**config.mk**
```make
export PLATFORM = sky130hd
export DESIGN_NAME = muldiv_unit_flat
export DESIGN_NICKNAME = d
export VERILOG_FILES = /design/src/rtl/muldiv_unit_if.sv /design/src/rtl/muldiv_unit.sv /design/src/flat_wrapper.sv
export SDC_FILE = /design/constraint.sdc
export NUM_CORES = 1
export LEC_CHECK = 0
export CELL_PAD_IN_SITES_DETAIL_PLACEMENT = 1
export CELL_PAD_IN_SITES_GLOBAL_PLACEMENT = 1
export CORE_MARGIN = 2
export CORE_UTILIZATION = 49
export CTS_CLUSTER_DIAMETER = 200
export DETAILED_ROUTE_END_ITERATION = 10
export GPL_TIMING_DRIVEN = 0
export PLACE_DENSITY = 0.92
export RECOVER_POWER = 50
export SLEW_MARGIN = 15
export SYNTH_ARGS = -nofsm -noshare
export SYNTH_HDL_FRONTEND = slang
export SYNTH_SLANG_ARGS = --single-unit
```
**constraint.sdc**
```tcl
create_clock -name clk -period 9.7 [get_ports clk]
set_input_delay 2.91 -clock clk [delete_from_list [all_inputs] [get_ports clk]]
set_output_delay 2.91 -clock clk [all_outputs]
set_load 0.03 [all_outputs]
```
**src/rtl/muldiv_unit_if.sv**
```systemverilog
// Issue/writeback bundle between decode/regfile and the iterative RV32M multiply/divide unit.
// The master drives issue operands; the slave returns busy and the register-file write request.
interface muldiv_unit_if #(
  parameter int XLEN = 32
);
  logic            start;
  logic            kill;
  logic [2:0]      funct3;
  logic [4:0]      rd;
  logic [XLEN-1:0] rs1_val;
  logic [XLEN-1:0] rs2_val;
  logic            busy;
  logic            we_out;
  logic [4:0]      rd_out;
  logic [XLEN-1:0] wd_out;

  modport master (
    output start, kill, funct3, rd, rs1_val, rs2_val,
    input  busy, we_out, rd_out, wd_out
  );

  modport slave (
    input  start, kill, funct3, rd, rs1_val, rs2_val,
    output busy, we_out, rd_out, wd_out
  );
endinterface

```
**src/rtl/muldiv_unit.sv**
```systemverilog
// Iterative RV32M mul/div: one bit per cycle over XLEN cycles, div-by-zero/overflow finish in one cycle.
// Define MULDIV_FAST_MUL_EN for single-cycle multiplies; results are identical, only latency changes.
module muldiv_unit #(
  parameter int XLEN = 32
) (
  input logic          clk,
  input logic          rst,
  muldiv_unit_if.slave bus
);

  typedef enum logic [1:0] {IDLE, CALC, DONE} state_t;

  localparam int CW = $clog2(XLEN);

  state_t          state, state_nxt;
  logic [CW-1:0]   cnt;
  logic [2:0]      op;
  logic [4:0]      rd_q;
  logic            neg_q, neg_r;
  logic [XLEN-1:0] opnd;
  logic [XLEN-1:0] acc_hi, acc_lo;
  logic [4:0]      rd_out_q;
  logic [XLEN-1:0] wd_out_q;

  logic            accept, last;
  logic            is_div_in, sa_in, sb_in, div0_in, ovf_in, quick_in;
  logic [XLEN-1:0] amag_in, bmag_in, quick_res;
  logic [XLEN-1:0] hi_nxt, lo_nxt;
  logic [XLEN:0]   mul_sum;
  logic [XLEN:0]   div_shift;
  logic [XLEN-1:0] div_diff;
  logic            div_ge;

  // Sign fix-up shared by the iterative and single-cycle paths; {h,l} is the raw magnitude result.
  function automatic logic [XLEN-1:0] finalize(input logic [2:0] f, input logic nq, input logic nr,
                                               input logic [XLEN-1:0] h, input logic [XLEN-1:0] l);
    logic [2*XLEN-1:0] p;
    p = nq ? -{h, l} : {h, l};
    if (!f[2])
      finalize = (f[1:0] == 2'd0) ? p[XLEN-1:0] : p[2*XLEN-1:XLEN];
    else if (f[1])
      finalize = nr ? -h : h;
    else
      finalize = nq ? -l : l;
  endfunction

  always_comb begin
    is_div_in = bus.funct3[2];
    sa_in     = bus.rs1_val[XLEN-1] && (bus.funct3 == 3'd1 || bus.funct3 == 3'd2 ||
                                        bus.funct3 == 3'd4 || bus.funct3 == 3'd6);
    sb_in     = bus.rs2_val[XLEN-1] && (bus.funct3 == 3'd1 || bus.funct3 == 3'd4 ||
                                        bus.funct3 == 3'd6);
    amag_in   = sa_in ? -bus.rs1_val : bus.rs1_val;
    bmag_in   = sb_in ? -bus.rs2_val : bus.rs2_val;
    div0_in   = is_div_in && (bus.rs2_val == '0);
    ovf_in    = is_div_in && !bus.funct3[0] && (bus.rs1_val == {1'b1, {(XLEN-1){1'b0}}}) &&
                (&bus.rs2_val);
    quick_in  = div0_in || ovf_in;
    quick_res = '0;
    if (div0_in)
      quick_res = bus.funct3[1] ? bus.rs1_val : '1;
    else if (ovf_in)
      quick_res = bus.funct3[1] ? '0 : bus.rs1_val;
`ifdef MULDIV_FAST_MUL_EN
    else if (!is_div_in) begin
      logic [2*XLEN-1:0] full;
      full      = {{XLEN{1'b0}}, amag_in} * {{XLEN{1'b0}}, bmag_in};
      quick_res = finalize(bus.funct3, sa_in ^ sb_in, sa_in, full[2*XLEN-1:XLEN], full[XLEN-1:0]);
    end
    quick_in = quick_in || !is_div_in;
`endif
  end

  // Multiply: add multiplicand into the high half when the multiplier LSB is set, then shift right.
  // Divide: restoring step with the quotient shifting into acc_lo as the dividend shifts out.
  always_comb begin
    mul_sum   = {1'b0, acc_hi} + (acc_lo[0] ? {1'b0, opnd} : '0);
    div_shift = {acc_hi, acc_lo[XLEN-1]};
    div_ge    = div_shift >= {1'b0, opnd};
    div_diff  = div_shift[XLEN-1:0] - opnd;
    if (op[2]) begin
      hi_nxt = div_ge ? div_diff : div_shift[XLEN-1:0];
      lo_nxt = {acc_lo[XLEN-2:0], div_ge};
    end else begin
      hi_nxt = mul_sum[XLEN:1];
      lo_nxt = {mul_sum[0], acc_lo[XLEN-1:1]};
    end
  end

  always_ff @(posedge clk or posedge rst) begin
    if (rst) state <= IDLE;
    else     state <= state_nxt;
  end

  always_comb begin
    state_nxt = state;
    accept    = 1'b0;
    last      = 1'b0;
    case (state)
      IDLE: if (bus.start && !bus.kill) begin
        accept    = 1'b1;
        state_nxt = quick_in ? DONE : CALC;
      end
      CALC: begin
        last = (cnt == CW'(XLEN-1));
        if (bus.kill)  state_nxt = IDLE;
        else if (last) state_nxt = DONE;
      end
      DONE:    state_nxt = IDLE;
      default: state_nxt = IDLE;
    endcase
  end

  always_ff @(posedge clk or posedge rst) begin
    if (rst) begin
      cnt      <= '0;
      op       <= '0;
      rd_q     <= '0;
      neg_q    <= 1'b0;
      neg_r    <= 1'b0;
      opnd     <= '0;
      acc_hi   <= '0;
      acc_lo   <= '0;
      rd_out_q <= '0;
      wd_out_q <= '0;
    end else if (accept) begin
      op     <= bus.funct3;
      rd_q   <= bus.rd;
      neg_q  <= sa_in ^ sb_in;
      neg_r  <= sa_in;
      opnd   <= is_div_in ? bmag_in : amag_in;
      acc_lo <= is_div_in ? amag_in : bmag_in;
      acc_hi <= '0;
      cnt    <= '0;
      if (quick_in) begin
        rd_out_q <= bus.rd;
        wd_out_q <= quick_res;
      end
    end else if (state == CALC && !bus.kill) begin
      acc_hi <= hi_nxt;
      acc_lo <= lo_nxt;
      cnt    <= last ? '0 : cnt + 1'b1;
      if (last) begin
        rd_out_q <= rd_q;
        wd_out_q <= finalize(op, neg_q, neg_r, hi_nxt, lo_nxt);
      end
    end
  end

  // kill masks the strobe combinationally so a kill in DONE still suppresses the write.
  assign bus.busy   = (state != IDLE);
  assign bus.we_out = (state == DONE) && (rd_out_q != 5'd0) && !bus.kill;
  assign bus.rd_out = rd_out_q;
  assign bus.wd_out = wd_out_q;

endmodule

```
**src/flat_wrapper.sv**
```systemverilog
// flat-port wrapper written by rule: the top's interface ports become plain ports
module muldiv_unit_flat 
#(
  parameter int XLEN = 32
)
  (clk, rst, bus_start, bus_kill, bus_funct3, bus_rd, bus_rs1_val, bus_rs2_val, bus_busy, bus_we_out, bus_rd_out, bus_wd_out);
  muldiv_unit_if #(.XLEN(XLEN)) bus_i ();
  input logic clk;
  input logic rst;
  input wire logic [$bits(bus_i.start)-1:0] bus_start;
  input wire logic [$bits(bus_i.kill)-1:0] bus_kill;
  input wire logic [$bits(bus_i.funct3)-1:0] bus_funct3;
  input wire logic [$bits(bus_i.rd)-1:0] bus_rd;
  input wire logic [$bits(bus_i.rs1_val)-1:0] bus_rs1_val;
  input wire logic [$bits(bus_i.rs2_val)-1:0] bus_rs2_val;
  output wire logic [$bits(bus_i.busy)-1:0] bus_busy;
  output wire logic [$bits(bus_i.we_out)-1:0] bus_we_out;
  output wire logic [$bits(bus_i.rd_out)-1:0] bus_rd_out;
  output wire logic [$bits(bus_i.wd_out)-1:0] bus_wd_out;
  assign bus_i.start = bus_start;
  assign bus_i.kill = bus_kill;
  assign bus_i.funct3 = bus_funct3;
  assign bus_i.rd = bus_rd;
  assign bus_i.rs1_val = bus_rs1_val;
  assign bus_i.rs2_val = bus_rs2_val;
  assign bus_busy = bus_i.busy;
  assign bus_we_out = bus_i.we_out;
  assign bus_rd_out = bus_i.rd_out;
  assign bus_wd_out = bus_i.wd_out;
  muldiv_unit #(.XLEN(XLEN)) u_core (.clk(clk), .rst(rst), .bus(bus_i));
endmodule
```
==> qor.txt, run 1 <==
Area taken by multi-input logic gates: 11800 um^2
DIE AREA: 35100 um^2
Post-CTS Setup Bufs: 0
Drt pass-1 iters: 6
Num CTS Buffers: 17
CTS root buf: clkbuf_16
Tmin final: 7.50 ns
Post-synthesis cell type count: 109
Hold crit path type: reg -> reg
WP data required: 10.09 ns
Layout cell share with drive strength beyond 1: 6.12%
Routed len/inst: 29.3 um
Crit share post-route: 77.3%
Register area: 3750 um^2
Static leakage: 0.00772 uW
Clock skew: 0.0159 ns
# resized after CTS: 0
Post-Syn Nets: 2401
Endpoint class of the critical path: flip-flop
Final nets: 2537
Reg-to-reg startpoint: u_core.opnd[26]
Ys async rst share: 100%
Clk sinks: 150
Sequential share of the synthesized area: 22.8%
Primary FF master, synth: dfrtp_1
CP Launch Type: input port
Antenna violations before repair: 4
Crit path launch: bus_rs1_val[13]
Largest net degree at the start of global routing: 85
Fin. max-slew vios: 153
Peak Freq: 0.133 GHz
Port buffer count: 114
Final Setup Violations: 0
Setup TNS: 0 ns
Slew @ Worst Pin: 3.21 ns
Post-Synthesis Cells: 2252
CTS tree: done
Final ANT Viol Nets: 0
CP Max Fanout: 10
Crit path capture: u_core.bus.wd_out[23]
Fillers: 4282
Crit-path cells: clkdlybuf4s50_1 > or4_1 > or3_1 > nor3_2 > or4b_1 > or3_1 > nor2_1 > and3_1 > a21oi_1 > nand2b_1 > buf_2 > clkbuf_1 > o221ai_1 > o22a_1
PD cells: 312 nW/um^2
Routability cong.: 1.10
Bufs on Longest Clock Path: 2
YS warnings: 0
Cell Area, Placed: 18200 um^2
Crit path largest cell delay: 0.68 ns
Slowest CP cell: o221ai_1
Crit path DAT: 7.89 ns
HPWL Detailed: 66.3 mm
Hold Vio Cnt, Final: 0
#FFs+latches synth: 150
Failing checks: capacitance limit, slew limit
CTS clk-pin slew, worst paths: 0.07 ns
CP Class: in -> reg
Overall routing resource usage: 46.8%
FF-to-FF End: u_core.bus.wd_out[26]
Reg2reg path depth: 24
Later-pin clock latency in the skew report: 0.46 ns
DR vias/cell: 6.97
RSZ-0062 raised after global routing: no
Flop-to-flop setup slack: 2.52 ns
CP dominant cell by count: or3_1
CP top delay family: simple AND/OR/NAND/NOR gates
Die X: 187 um
Max-Cap Viols: 2
Stages on worst setup path: 14
Peak supply drop: 0.000170 V
First-pass GRT wire length: 124 mm
Cell area after layout: 18800 um^2
IO Count: 115
Outcome: finished, violations left
Mapped cell area: 16500 um^2
Max_slew headroom: -115%
Die H: 187 um
Total number of vias: 19900
Layout overhead on the synthesized area: 14.3%
H-Tree Depth: 4
Number of global-route vias before repair: 20000
Gr ovfl total: 0
Initial core utilization: 49.5%
CTS Hold Bufs: 0
FP Rows: 67
DRC errors left: 0
Core area: 33300 um^2
Crit path buf inv count: 3
Synthesized area per cell: 7.31 um^2
Total Wirelength: 83.5 mm
Post-synth EDFFs: 0
1st-iter DRT viols: 2419
cell usage in the layout, fill, tap and decap left out, drive strengths merged, types with 23 or more instances in the layout:
master         count
o211ai            51
xor2              60
clkdlybuf4s50     94
a31oi             35
nor2             242
or3               33
o21ai            227
ha                71
buf               52
xnor2            105
nand2            282
clkbuf           106
nand4             29
nor3              51
inv               72
dfrtp            150
nand3             46
a21oi            211
a211oi            23
o31ai             24
and2              46
mux2i             56
cells by family after synthesis:
logic type	share of synthesized area, %
mux	4.38
fa+ha+maj	5.64
simple gates	24.6
flops	22.8
xor+xnor	8.78
buf+inv	5.64
compound gates	28.2
cell usage after synthesis, types with 10 or more instances:
library cell,number,area [um^2]
nand2b_1,11,68.8
a22o_1,15,131
nor2b_1,16,100
ha_1,71,888
mux2_2,13,146
a21o_1,20,150
and2_1,45,282
o21ai_0,218,1090
dfrtp_1,150,3750
a31oi_1,35,219
clkbuf_1,79,297
a211oi_1,22,165
buf_2,24,120
xor2_1,60,526
nor4_1,21,131
nand2_1,281,1050
nand3_1,45,225
xnor2_1,105,920
nor3_1,47,235
a21oi_1,209,1050
mux2i_1,56,561
o211ai_1,51,383
and3_1,15,93.8
buf_1,12,45.0
o21a_1,10,75.1
nor2_1,241,905
nand4_1,28,175
o31ai_1,23,173
o221ai_1,16,140
inv_1,69,259
or3_1,32,200
worst min path at each step:
stage / slack, ns / to / cells past startpoint / start
2_1_floorplan: 0.44 / u_core.rd_q[0] / 2 / u_core.rd_q[0]
3_3_place_gp: 0.45 / u_core.rd_q[2] / 2 / u_core.rd_q[2]
3_5_place_dp: 0.46 / u_core.rd_q[3] / 2 / u_core.rd_q[3]
4_1_cts: 0.48 / u_core.rd_q[3] / 2 / u_core.rd_q[3]
5_1_grt: 0.52 / u_core.cnt[3] / 1 / u_core.cnt[3]
6_report: 0.49 / u_core.rd_q[2] / 2 / u_core.rd_q[2]
sequential cells by signal, summed over array words and instances, names as in the netlist:
| register | flops |
|---|---|
| u_core.op | 3 |
| u_core.acc_hi | 32 |
| u_core.bus.wd_out | 32 |
| u_core.acc_lo | 32 |
| u_core.cnt | 5 |
| u_core.rd_q | 5 |
| u_core.opnd | 32 |
| u_core.bus.rd_out | 5 |
| u_core.neg_q | 1 |
| u_core.state | 2 |
| u_core.neg_r | 1 |
power by group:
| part | internal (uW) | switching (uW) |
|---|---|---|
| Combinational | 1350 | 2800 |
| Sequential | 762 | 230 |
| Clock | 428 | 311 |
metrics by stage:
step	std cells	hold slack, ns	util, %	setup WS [ns]	power (uW)
2_1_floorplan	2252	0.436	-	2.75	3550
3_3_place_gp	2814	0.449	54.6	0.490	4720
3_5_place_dp	2817	0.463	54.8	1.95	4870
4_1_cts	2849	0.482	56.6	2.38	5640
5_1_grt	2849	0.515	56.6	1.91	6090
6_report	2850	0.488	56.6	2.20	5870
area by class of cell:
| class | instances | area share, % |
|---|---|---|
| Antenna cell | 1 | 0.0133 |
| Buffer | 134 | 3.50 |
| Clock buffer | 22 | 2.52 |
| Clock inverter | 10 | 0.764 |
| Inverter | 72 | 1.44 |
| Multi-Input combinational cell | 1896 | 62.7 |
| Sequential cell | 150 | 19.9 |
| Tap cell | 448 | 2.98 |
| Timing Repair Buffer | 117 | 6.16 |
metal layers:
layer	share of wire, %	up-vias	GRT usage, %
li1	-	8458	-
met1	37	9597	56.0
met2	44	1353	74.1
met3	9.5	443	8.63
met4	9.4	4	36.8
met5	0.062	-	0
worst reg2reg max path, delay by kind of cell (launching register included):
kind,cells,cell delay [ns]
compound gates,4,1.03
buf+inv,7,1.48
flops,1,0.51
simple gates,10,3.24
mux,1,0.26
fa+ha+maj,2,0.61
Power figures use the tool's default switching activity.
==> inputs of run 2 (changes only) <==
--- a/config.mk
+++ b/config.mk
@@ -8,11 +8,11 @@
 export CELL_PAD_IN_SITES_DETAIL_PLACEMENT = 1
 export CELL_PAD_IN_SITES_GLOBAL_PLACEMENT = 1
 export CORE_MARGIN = 2
-export CORE_UTILIZATION = 49
+export CORE_UTILIZATION = 41
 export CTS_CLUSTER_DIAMETER = 200
 export DETAILED_ROUTE_END_ITERATION = 10
 export GPL_TIMING_DRIVEN = 0
-export PLACE_DENSITY = 0.92
+export PLACE_DENSITY = 0.82
 export RECOVER_POWER = 50
 export SLEW_MARGIN = 15
 export SYNTH_ARGS = -nofsm -noshare
==> constraint.sdc (replaced) <==
create_clock -name clk -period 6.7 [get_ports clk]
set_input_delay 2.01 -clock clk [delete_from_list [all_inputs] [get_ports clk]]
set_output_delay 2.01 -clock clk [all_outputs]
set_load 0.03 [all_outputs]
==> run 2 against run 1 <==
Largest power group unchanged. Critical path depth unchanged. The run still ends with capacitance limit, slew limit left. First-iteration DRC count down 22%. Register-to-register slack worse by 2.3 ns. Count of clock-buffer cells in the layout down 1. Total power up 43%. Via count down 2.7%. Sequential power up 43%. Final area up 0.93%. Cell count up 2.7%. Sequential share of layout area down 0.18 points. Global-route usage down 7.9 points.
==> qor.txt, run 2 (synthesized netlist as in run 1, its figures left out) <==
H-Tree Depth: 4
Post-CTS Setup Bufs: 0
Port buffer count: 114
Drt pass-1 iters: 5
DIE AREA: 41800 um^2
Crit share post-route: 97.9%
Overall routing resource usage: 38.9%
Later-pin clock latency in the skew report: 0.46 ns
Total number of vias: 19300
Max-Cap Viols: 1
Initial core utilization: 41.4%
CP Launch Type: input port
CTS root buf: clkbuf_16
Crit path buf inv count: 3
Total Wirelength: 81.7 mm
First-pass GRT wire length: 121 mm
# resized after CTS: 0
Final nets: 2536
Fillers: 5110
Slew @ Worst Pin: 3.76 ns
DRC errors left: 0
IO Count: 115
PD cells: 443 nW/um^2
Max_slew headroom: -152%
M1 GR Usage: 48.4%
Crit-path cells: clkdlybuf4s50_1 > or4_1 > or3_1 > nor3_2 > or4b_1 > or3_1 > nor2_1 > and3_1 > a21oi_1 > nand2b_1 > buf_2 > clkbuf_1 > o221ai_1 > o22a_1
WP data required: 7.10 ns
Clock skew: 0.0135 ns
Gr ovfl total: 0
Cell Area, Placed: 18300 um^2
Largest net degree at the start of global routing: 79
Core area: 39700 um^2
Slowest CP cell: or4_1
Peak-usage layer in the global routing report: met2
Layout cell share with drive strength beyond 1: 6.29%
FP Rows: 73
CP Class: in -> reg
Failing checks: capacitance limit, slew limit
Flop-to-flop setup slack: 0.22 ns
Final Setup Violations: 0
1st-iter DRT viols: 1880
Crit path DAT: 6.95 ns
Routed len/inst: 27.9 um
Post-route core utilization: 47.8%
Hold crit path type: reg -> reg
CP dominant cell by count: or3_1
RSZ-0062 raised after global routing: no
Peak supply drop: 0.000181 V
Layout overhead on the synthesized area: 15.4%
Number of global-route vias before repair: 19200
GRT met2 Usage: 63.5%
CP top delay family: simple AND/OR/NAND/NOR gates
Endpoint class of the critical path: flip-flop
Tmin final: 6.56 ns
Grt met3 use: 6.03%
Clk sinks: 150
Crit path largest cell delay: 0.62 ns
CTS clk-pin slew, worst paths: 0.07 ns
CTS Hold Bufs: 0
Commonest non-fill, non-tap cell in the layout: nand2_1
Routability cong.: 1.03
Static leakage: 0.00775 uW
Die X: 204 um
Peak Freq: 0.153 GHz
Most frequent cells in the layout: 281 x nand2_1, 241 x nor2_1, 218 x o21ai_0, 209 x a21oi_1, 150 x dfrtp_1
Num CTS Buffers: 17
Final ANT Viol Nets: 0
Fin. max-slew vios: 78
Outcome: finished, violations left
Die H: 204 um
CTS tree: done
HPWL Detailed: 66.7 mm
Hold Vio Cnt, Final: 0
CP Max Fanout: 10
Bufs on Longest Clock Path: 2
Antenna violations before repair: 3
DR vias/cell: 6.60
Cell area after layout: 19000 um^2
-- run 2: path summary, 6_finish.rpt --
path,from,endpoint,depth (start not counted)
worst max-delay path,bus_rs1_val[12],u_core.bus.wd_out[23],14
worst min-delay path,u_core.rd_q[2],u_core.rd_q[2],2
worst max register to register,u_core.op[2],u_core.bus.wd_out[24],20
worst min register to register,u_core.rd_q[2],u_core.rd_q[2],2
max in group asynchronous,rst,u_core.bus.wd_out[26],2
min in group asynchronous,rst,u_core.opnd[8],2
-- run 2: worst reg2reg max path, stage by stage, from the launching register on --
cell,delay [ns]
dfrtp_1,0.33
clkbuf_1,0.39
buf_6,0.28
buf_2,0.37
buf_2,0.41
buf_2,0.34
buf_2,0.31
buf_2,0.36
clkbuf_1,0.74
clkbuf_2,0.55
a21oi_1,0.28
ha_1,0.31
o211ai_1,0.29
nor4_1,0.15
nor4b_2,0.23
and2b_2,0.24
buf_2,0.17
nand4b_1,0.13
mux2i_1,0.10
a211oi_1,0.29
a21oi_1,0.11
-- run 2: power breakdown --
group,switching (uW),total (uW),internal [uW]
clock network,436,1120,683
logic,3920,5870,1950
registers,318,1420,1100
-- run 2: layout make-up --
cell class / instances / area (um^2) / area share (%)
antenna: 1 / 2.50 / 0.0132
buffer: 133 / 657 / 3.46
clock buffer: 21 / 460 / 2.42
clock inverter: 11 / 196 / 1.03
inverter: 72 / 272 / 1.43
multi-input combinational: 1896 / 11800 / 62.2
sequential: 150 / 3750 / 19.8
tap: 525 / 657 / 3.46
timing repair buffer: 117 / 1180 / 6.23
-- run 2: through the flow --
step | power [uW] | setup slack [ns] | TNS [ns] | hold slack [ns] | instances
finish | 8410 | 0.144 | 0 | 0.469 | 2926
global route | 8840 | 0.0610 | 0 | 0.503 | 2925
CTS | 8190 | 0.00176 | 0 | 0.474 | 2926
detailed placement | 7040 | -0.167 | -0.404 | 0.458 | 2894
global placement | 6860 | -1.61 | -239.58 | 0.450 | 2891
floorplan | 5140 | 0.654 | 0 | 0.436 | 2252
-- run 2: layer usage --
layer | vias to the layer above | part of all wire, % | routed length, um
li1 | 8448 | - | -
met1 | 9629 | 40 | 32700
met2 | 993 | 46 | 37700
met3 | 240 | 7.4 | 6070
met4 | 2 | 6.5 | 5290
met5 | - | 0.016 | 13
==> inputs of run 3 (changes only) <==
--- a/config.mk
+++ b/config.mk
@@ -14,6 +14,7 @@
 export GPL_TIMING_DRIVEN = 0
 export PLACE_DENSITY = 0.82
 export RECOVER_POWER = 50
+export SKIP_CTS_REPAIR_TIMING = 1
 export SLEW_MARGIN = 15
 export SYNTH_ARGS = -nofsm -noshare
 export SYNTH_HDL_FRONTEND = slang
==> results of run 3 <==
The final DEF is identical to that of run 2; final timing and power are the same.
